--- config.mk ---
export PLATFORM = sky130hd
export DESIGN_NAME = mini_cpu_gen2
export DESIGN_NICKNAME = d
export VERILOG_FILES = /design/src/rtl/mini_cpu_gen2.sv
export SDC_FILE = /design/constraint.sdc
export NUM_CORES = 1
export LEC_CHECK = 0
export ABC_CLOCK_PERIOD_IN_PS = 3400
export CAP_MARGIN = 10
export CORE_UTILIZATION = 31
export CTS_BUF_LIST = sky130_fd_sc_hd__clkbuf_4 sky130_fd_sc_hd__clkbuf_8 sky130_fd_sc_hd__clkbuf_16
export DETAILED_ROUTE_END_ITERATION = 10
export MAX_ROUTING_LAYER = met4
export REMOVE_ABC_BUFFERS = 1
export SLEW_MARGIN = 15
export SYNTH_ARGS = -nofsm -noshare
export SYNTH_HDL_FRONTEND = slang
export SYNTH_SLANG_ARGS = --single-unit
export TNS_END_PERCENT = 20
--- constraint.sdc ---
create_clock -name clk -period 3.4 [get_ports clk]
set_clock_uncertainty 0.1 [all_clocks]
set_input_delay 1.02 -clock clk [delete_from_list [all_inputs] [get_ports clk]]
set_output_delay 1.02 -clock clk [all_outputs]
set_load 0.005 [all_outputs]
--- src/rtl/mini_cpu_gen2.sv ---
// mini_cpu_gen2: accumulator CPU that fetches one byte-serial instruction every
// four cycles (F0 -> F1 -> X0 -> X1) from an external program memory.
// Compared with the 6-bit original, it adds a configurable data width, SUB/INC
// with a carry flag, jump-on-carry, CALL/RET through a bounded return stack,
// an OUT port with a one-cycle strobe, and HALT/fault stop states.
//
// Ports
//   clk        in   1       clock, all state updates on posedge
//   reset_n    in   1       asynchronous active-low reset
//   mem_in     in   DATA_W  program memory data for mem_addr, sampled on next posedge
//   mem_addr   out  DATA_W  registered program memory address
//   out_data   out  DATA_W  value captured by the last OUT
//   out_valid  out  1       high for the single cycle after OUT executes
//   halted     out  1       core stopped (HALT or fault)
//   fault      out  1       stopped by a return-stack overflow or underflow
module mini_cpu_gen2 #(
    parameter int unsigned DATA_W      = 6,
    parameter int unsigned STACK_DEPTH = 4,
    parameter int unsigned RESET_A     = 1,
    parameter int unsigned RESET_B     = 1
) (
    input  logic              clk,
    input  logic              reset_n,
    input  logic [DATA_W-1:0] mem_in,
    output logic [DATA_W-1:0] mem_addr,
    output logic [DATA_W-1:0] out_data,
    output logic              out_valid,
    output logic              halted,
    output logic              fault
);

    localparam int unsigned SP_W  = $clog2(STACK_DEPTH + 1);
    localparam int unsigned IDX_W = (STACK_DEPTH > 1) ? $clog2(STACK_DEPTH) : 1;
    localparam logic [DATA_W-1:0] ONE = DATA_W'(1);

    typedef enum logic [1:0] {
        F0 = 2'd0,
        F1 = 2'd1,
        X0 = 2'd2,
        X1 = 2'd3
    } phase_t;

    typedef enum logic [3:0] {
        OP_NOP  = 4'd0,
        OP_ADD  = 4'd1,
        OP_SWAP = 4'd2,
        OP_LDT  = 4'd3,
        OP_STT  = 4'd4,
        OP_JMP  = 4'd5,
        OP_JNZ  = 4'd6,
        OP_LDI  = 4'd7,
        OP_SUB  = 4'd8,
        OP_JC   = 4'd9,
        OP_CALL = 4'd10,
        OP_RET  = 4'd11,
        OP_OUT  = 4'd12,
        OP_HALT = 4'd13,
        OP_INC  = 4'd14
    } op_t;

    phase_t            phase;
    phase_t            phase_next;
    logic [DATA_W-1:0] a;
    logic [DATA_W-1:0] b;
    logic [DATA_W-1:0] t;
    logic [DATA_W-1:0] pc;
    logic [DATA_W-1:0] instr;
    logic              cy;
    logic [SP_W-1:0]   sp;

    // Array rounded up to a power of two so the pointer slice indexes it exactly;
    // entries at or beyond STACK_DEPTH are never written.
    logic [DATA_W-1:0] stack [2**IDX_W];
    logic [IDX_W-1:0]  wr_idx;
    logic [IDX_W-1:0]  rd_idx;

    op_t  op;
    logic is_imm;
    logic stack_full;
    logic stack_empty;
    logic stop;
    logic stop_fault;
    logic push;

    // Anything above 14 (including any nonzero bit above bit 3) decodes as NOP.
    always_comb begin
        op = OP_NOP;
        if (instr <= DATA_W'(14)) begin
            op = op_t'(instr[3:0]);
        end
    end

    always_comb begin
        is_imm = (op == OP_JMP) || (op == OP_JNZ) || (op == OP_LDI) ||
                 (op == OP_JC)  || (op == OP_CALL);
    end

    assign stack_full  = (sp == SP_W'(STACK_DEPTH));
    assign stack_empty = (sp == '0);
    assign wr_idx      = sp[IDX_W-1:0];
    assign rd_idx      = wr_idx - IDX_W'(1);

    always_ff @(posedge clk or negedge reset_n) begin
        if (!reset_n) begin
            phase <= F0;
        end else begin
            phase <= phase_next;
        end
    end

    // Phase sequencing plus the stop/push decisions that depend on it.
    // The phase stays put on the stopping edge and forever after.
    always_comb begin
        phase_next = phase;
        stop       = 1'b0;
        stop_fault = 1'b0;
        push       = 1'b0;
        if (!halted) begin
            unique case (phase)
                F0: phase_next = F1;
                F1: phase_next = X0;
                X0: phase_next = X1;
                X1: phase_next = F0;
            endcase
            if (phase == X0) begin
                if (op == OP_HALT) begin
                    stop = 1'b1;
                end
                if ((op == OP_RET) && stack_empty) begin
                    stop       = 1'b1;
                    stop_fault = 1'b1;
                end
            end
            if ((phase == X1) && (op == OP_CALL)) begin
                if (stack_full) begin
                    stop       = 1'b1;
                    stop_fault = 1'b1;
                end else begin
                    push = 1'b1;
                end
            end
            if (stop) begin
                phase_next = phase;
            end
        end
    end

    // Stack contents need no reset: sp alone defines which entries are live.
    always_ff @(posedge clk) begin
        if (push) begin
            stack[wr_idx] <= pc + ONE;
        end
    end

    always_ff @(posedge clk or negedge reset_n) begin
        if (!reset_n) begin
            a         <= DATA_W'(RESET_A);
            b         <= DATA_W'(RESET_B);
            t         <= '0;
            pc        <= '0;
            cy        <= 1'b0;
            instr     <= '0;
            sp        <= '0;
            mem_addr  <= '0;
            out_data  <= '0;
            out_valid <= 1'b0;
            halted    <= 1'b0;
            fault     <= 1'b0;
        end else begin
            out_valid <= 1'b0;
            if (!halted) begin
                unique case (phase)
                    F0: begin
                        mem_addr <= pc;
                        pc       <= pc + ONE;
                    end
                    F1: begin
                        instr <= mem_in;
                    end
                    X0: begin
                        if (is_imm) begin
                            mem_addr <= pc;
                        end
                        case (op)
                            OP_ADD:  {cy, a} <= {1'b0, a} + {1'b0, b};
                            OP_SWAP: begin
                                a <= b;
                                b <= a;
                            end
                            OP_LDT:  a <= t;
                            OP_STT:  t <= a;
                            OP_SUB: begin
                                a  <= a - b;
                                cy <= (a < b);
                            end
                            OP_RET: begin
                                if (!stack_empty) begin
                                    pc <= stack[rd_idx];
                                    sp <= sp - SP_W'(1);
                                end
                            end
                            OP_OUT: begin
                                out_data  <= a;
                                out_valid <= 1'b1;
                            end
                            OP_INC:  {cy, a} <= {1'b0, a} + (DATA_W + 1)'(1);
                            default: ;
                        endcase
                    end
                    X1: begin
                        case (op)
                            OP_JMP: pc <= mem_in;
                            OP_JNZ: pc <= (a != '0) ? mem_in : pc + ONE;
                            OP_LDI: begin
                                a  <= mem_in;
                                pc <= pc + ONE;
                            end
                            OP_JC:  pc <= cy ? mem_in : pc + ONE;
                            OP_CALL: begin
                                if (push) begin
                                    sp <= sp + SP_W'(1);
                                    pc <= mem_in;
                                end
                            end
                            default: ;
                        endcase
                    end
                endcase
                if (stop) begin
                    halted <= 1'b1;
                end
                if (stop_fault) begin
                    fault <= 1'b1;
                end
            end
        end
    end

endmodule

==> impl_metrics.tcl <==
set metrics [dict create \
    power_density_nw_per_um2 996 \
    synth_compound_area_frac 0.141 \
    synth_xor_area_frac 0.0327 \
    startpoint_type "flip-flop" \
    root_buffer "clkbuf_16" \
    post_cts_buffers 0 \
    setup_viol 0 \
    clockBufferDepth 2 \
    totalWireLength_um 10200 \
    rows 42 \
    dr.pass1.iters 4 \
    placed_area_sq_um 4670 \
    synthSimpleGateAreaFrac 0.107 \
    synth_top_family_by_area "compound AO/OA/AOI/OAI gates" \
    crit_type "reg2reg" \
    cts_resized 0 \
    synth_edf_count 24 \
    timing.slew.headroom 0.352 \
    htreeDepth 3 \
    syn_inst 372 \
    synth-seq-area-share 0.466 \
    hold_ws_ns 0.380 \
    hold_viol_final 0 \
    leakagePower_nw 1.98 \
    io_buffers 22 \
    yosysTopAreaCell "dfrtp_1" \
    tns_ns 0 \
    ys_seq_elements 75 \
    ys_warn_count 0 \
    diodes 0 \
    design_area_sq_um 5000 \
    gp_congestion 0.941 \
    slew_violations 0 \
    crit_chain "inv_1, ha_1, a21o_1, nor3_1, and2_1" \
    fp.dieW_um 120 \
    synth_commonest_cells "49 x dfrtp_1, 30 x mux2_2, 27 x nand2_1" \
    postRouteAntennaNets 0 \
    fp.dieH_um 120 \
    p_total_mw 4.98 \
    fin_crit_ns 2.65 \
    clk_pin_slew_worst_paths_ns 0.06 \
    start_util 0.321 \
    yosysUniqueCellTypes 62 \
    fillerInstances 1322 \
    clk_latency_ns 0.34 \
    viasPerCell 5.31 \
    grt_pass1_vias 3086 \
    detailed_place_hpwl_um 7320 \
    grt_pass1_wl_um 16800 \
    synth_fa_ha_area_frac 0.0840 \
    required_ns 3.31 \
    cp_slowest_cell "dfrtp_1" \
    endpoint_kind "flip-flop" \
    synthTopCellsByArea "dfrtp_1 29%, edfxtp_1 17%, mux2_2 7.9%" \
    cts_buffers 9 \
    yosysTopAreaCellShare 0.286 \
    final_cell_count_no_fill 573 \
    ir_drop_mv 0.386 \
    coreArea_sq_um 13300 \
    avgSynthCellArea_sq_um 11.5 \
    syn_area_sq_um 4290 \
    synth_ff_type "dfrtp_1" \
    fin_nets 427 \
    grt_use_total 0.158 \
    post_route_cells_drive_above_1_share 0.184 \
    drc 0 \
    drt_first_iter_violations 224 \
    status "completed" \
    vias 3044 \
    cpPeakStageDelay_ns 0.70 \
    overflow 0 \
    postSynth.asyncResetShare 0.680 \
    area_growth_syn_to_layout_pct 16.6 \
    hold_class "reg2reg" \
    tritoncts "yes" \
    maxCapViolCount 0 \
    critPathMaxFanout 10 \
    max_freq_mhz 377 \
    holdBufCountCts 0 \
    grt_max_degree 44 \
    place_inst 557 \
    grt_setup_unrepaired "false" \
    wl_per_cell_um 17.8 \
    dieArea_sq_um 14300 \
    clkSinkCount 75 \
    yosysMostFrequentCell "dfrtp_1" \
    finalCritPeriodShare 0.780 \
    antenna_found_initial 0 \
    synthMuxAreaShare 0.131 \
    pin_count 23 \
    tightest_slew_ns 0.972 \
    worstPathArrival_ns 2.57 \
]
registers in the layout, indices dropped and copies added (netlist names):
signal,flops
a,6
b,6
cy,1
fault,1
halted,1
instr,6
mem_addr,6
out_data,6
out_valid,1
pc,6
phase,2
sp,3
stack,24
t,6
where the power goes:
part | leakage [nW] | switching, mW | internal (mW)
logic | 0.956 | 1.16 | 1.06
registers | 0.858 | 0.435 | 1.27
clock network | 0.161 | 0.401 | 0.654
path summary, 6_finish.rpt:
kind	slack (ns)	startpoint	to	cells past startpoint
setup / recovery	0.75	sp[0]	stack[1][1]	5
hold / removal	0.38	fault	fault	1
setup reg to reg	0.75	sp[0]	stack[1][1]	5
hold reg to reg	0.38	fault	fault	1
max in group asynchronous	1.80	reset_n	a[4]	2
min in group asynchronous	0.74	reset_n	b[2]	1
area by class of cell:
type / count / area [sq um] / area share
Clock buffer: 9 / 225 / 0.0450
Clock inverter: 7 / 104 / 0.0208
Inverter: 21 / 78.8 / 0.0158
Multi-Input combinational cell: 259 / 2130 / 0.426
Sequential cell: 75 / 2000 / 0.400
Tap cell: 176 / 220 / 0.0440
Timing Repair Buffer: 26 / 245 / 0.0490
per-layer routing:
metal,up-vias,share of wire,global-route usage
met5,-,0,-
met4,0,0.013,0.0367
met3,13,0.045,0.0428
met2,73,0.50,0.250
met1,1542,0.45,0.200
li1,1416,-,-
logic make-up (layout without fill, tap and decap cells):
logic type | count (synthesis) | in the layout
AOI/OAI and AO/OA | 88 | 88
and+or+nand+nor | 83 | 83
DFF | 75 | 75
muxes | 45 | 45
buffers and inverters | 38 | 63
adders and majority gates | 27 | 27
xor gates and xnor gates | 16 | 16
placed cells by master, fill, tap and decap left out, types with 3 or more instances in the layout:
cell type        count
fa_1                 3
a211oi_1             3
and2_1               5
inv_1               21
dfrtp_1             49
nand2_1             27
mux2i_1              9
buf_4                4
inv_6                4
a32oi_1              3
mux4_2               6
nor3_1               4
o21ai_0             24
nor3b_1              3
o211ai_1             3
a22oi_1              6
mux2_2              30
o21bai_1             4
a21oi_1             12
xor2_1               4
edfxtp_1            24
a31oi_1              3
nand3_1             11
ha_1                24
nor2b_1              4
clkdlybuf4s50_1     21
nor2_1              11
a21o_1               3
clkbuf_16            9
a221oi_1             5
xnor2_1             12
o221ai_1             3
worst max-delay path, delay by kind of cell (launching register included):
kind	cells	cell delay [ns]
flip-flops	1	0.70
AND/OR/NAND/NOR	2	0.83
adder cells (fa/ha/maj)	1	0.29
buffers and inverters	1	0.19
AO/OA/AOI/OAI	1	0.22
metrics by stage:
step	util	setup WS, ns
after global placement	0.350	0.730
after CTS	0.375	0.689
after detailed placement	0.350	0.705
after global routing	0.375	0.541
final	0.375	0.748
after floorplan	-	0.997
Power figures use the tool's default switching activity.
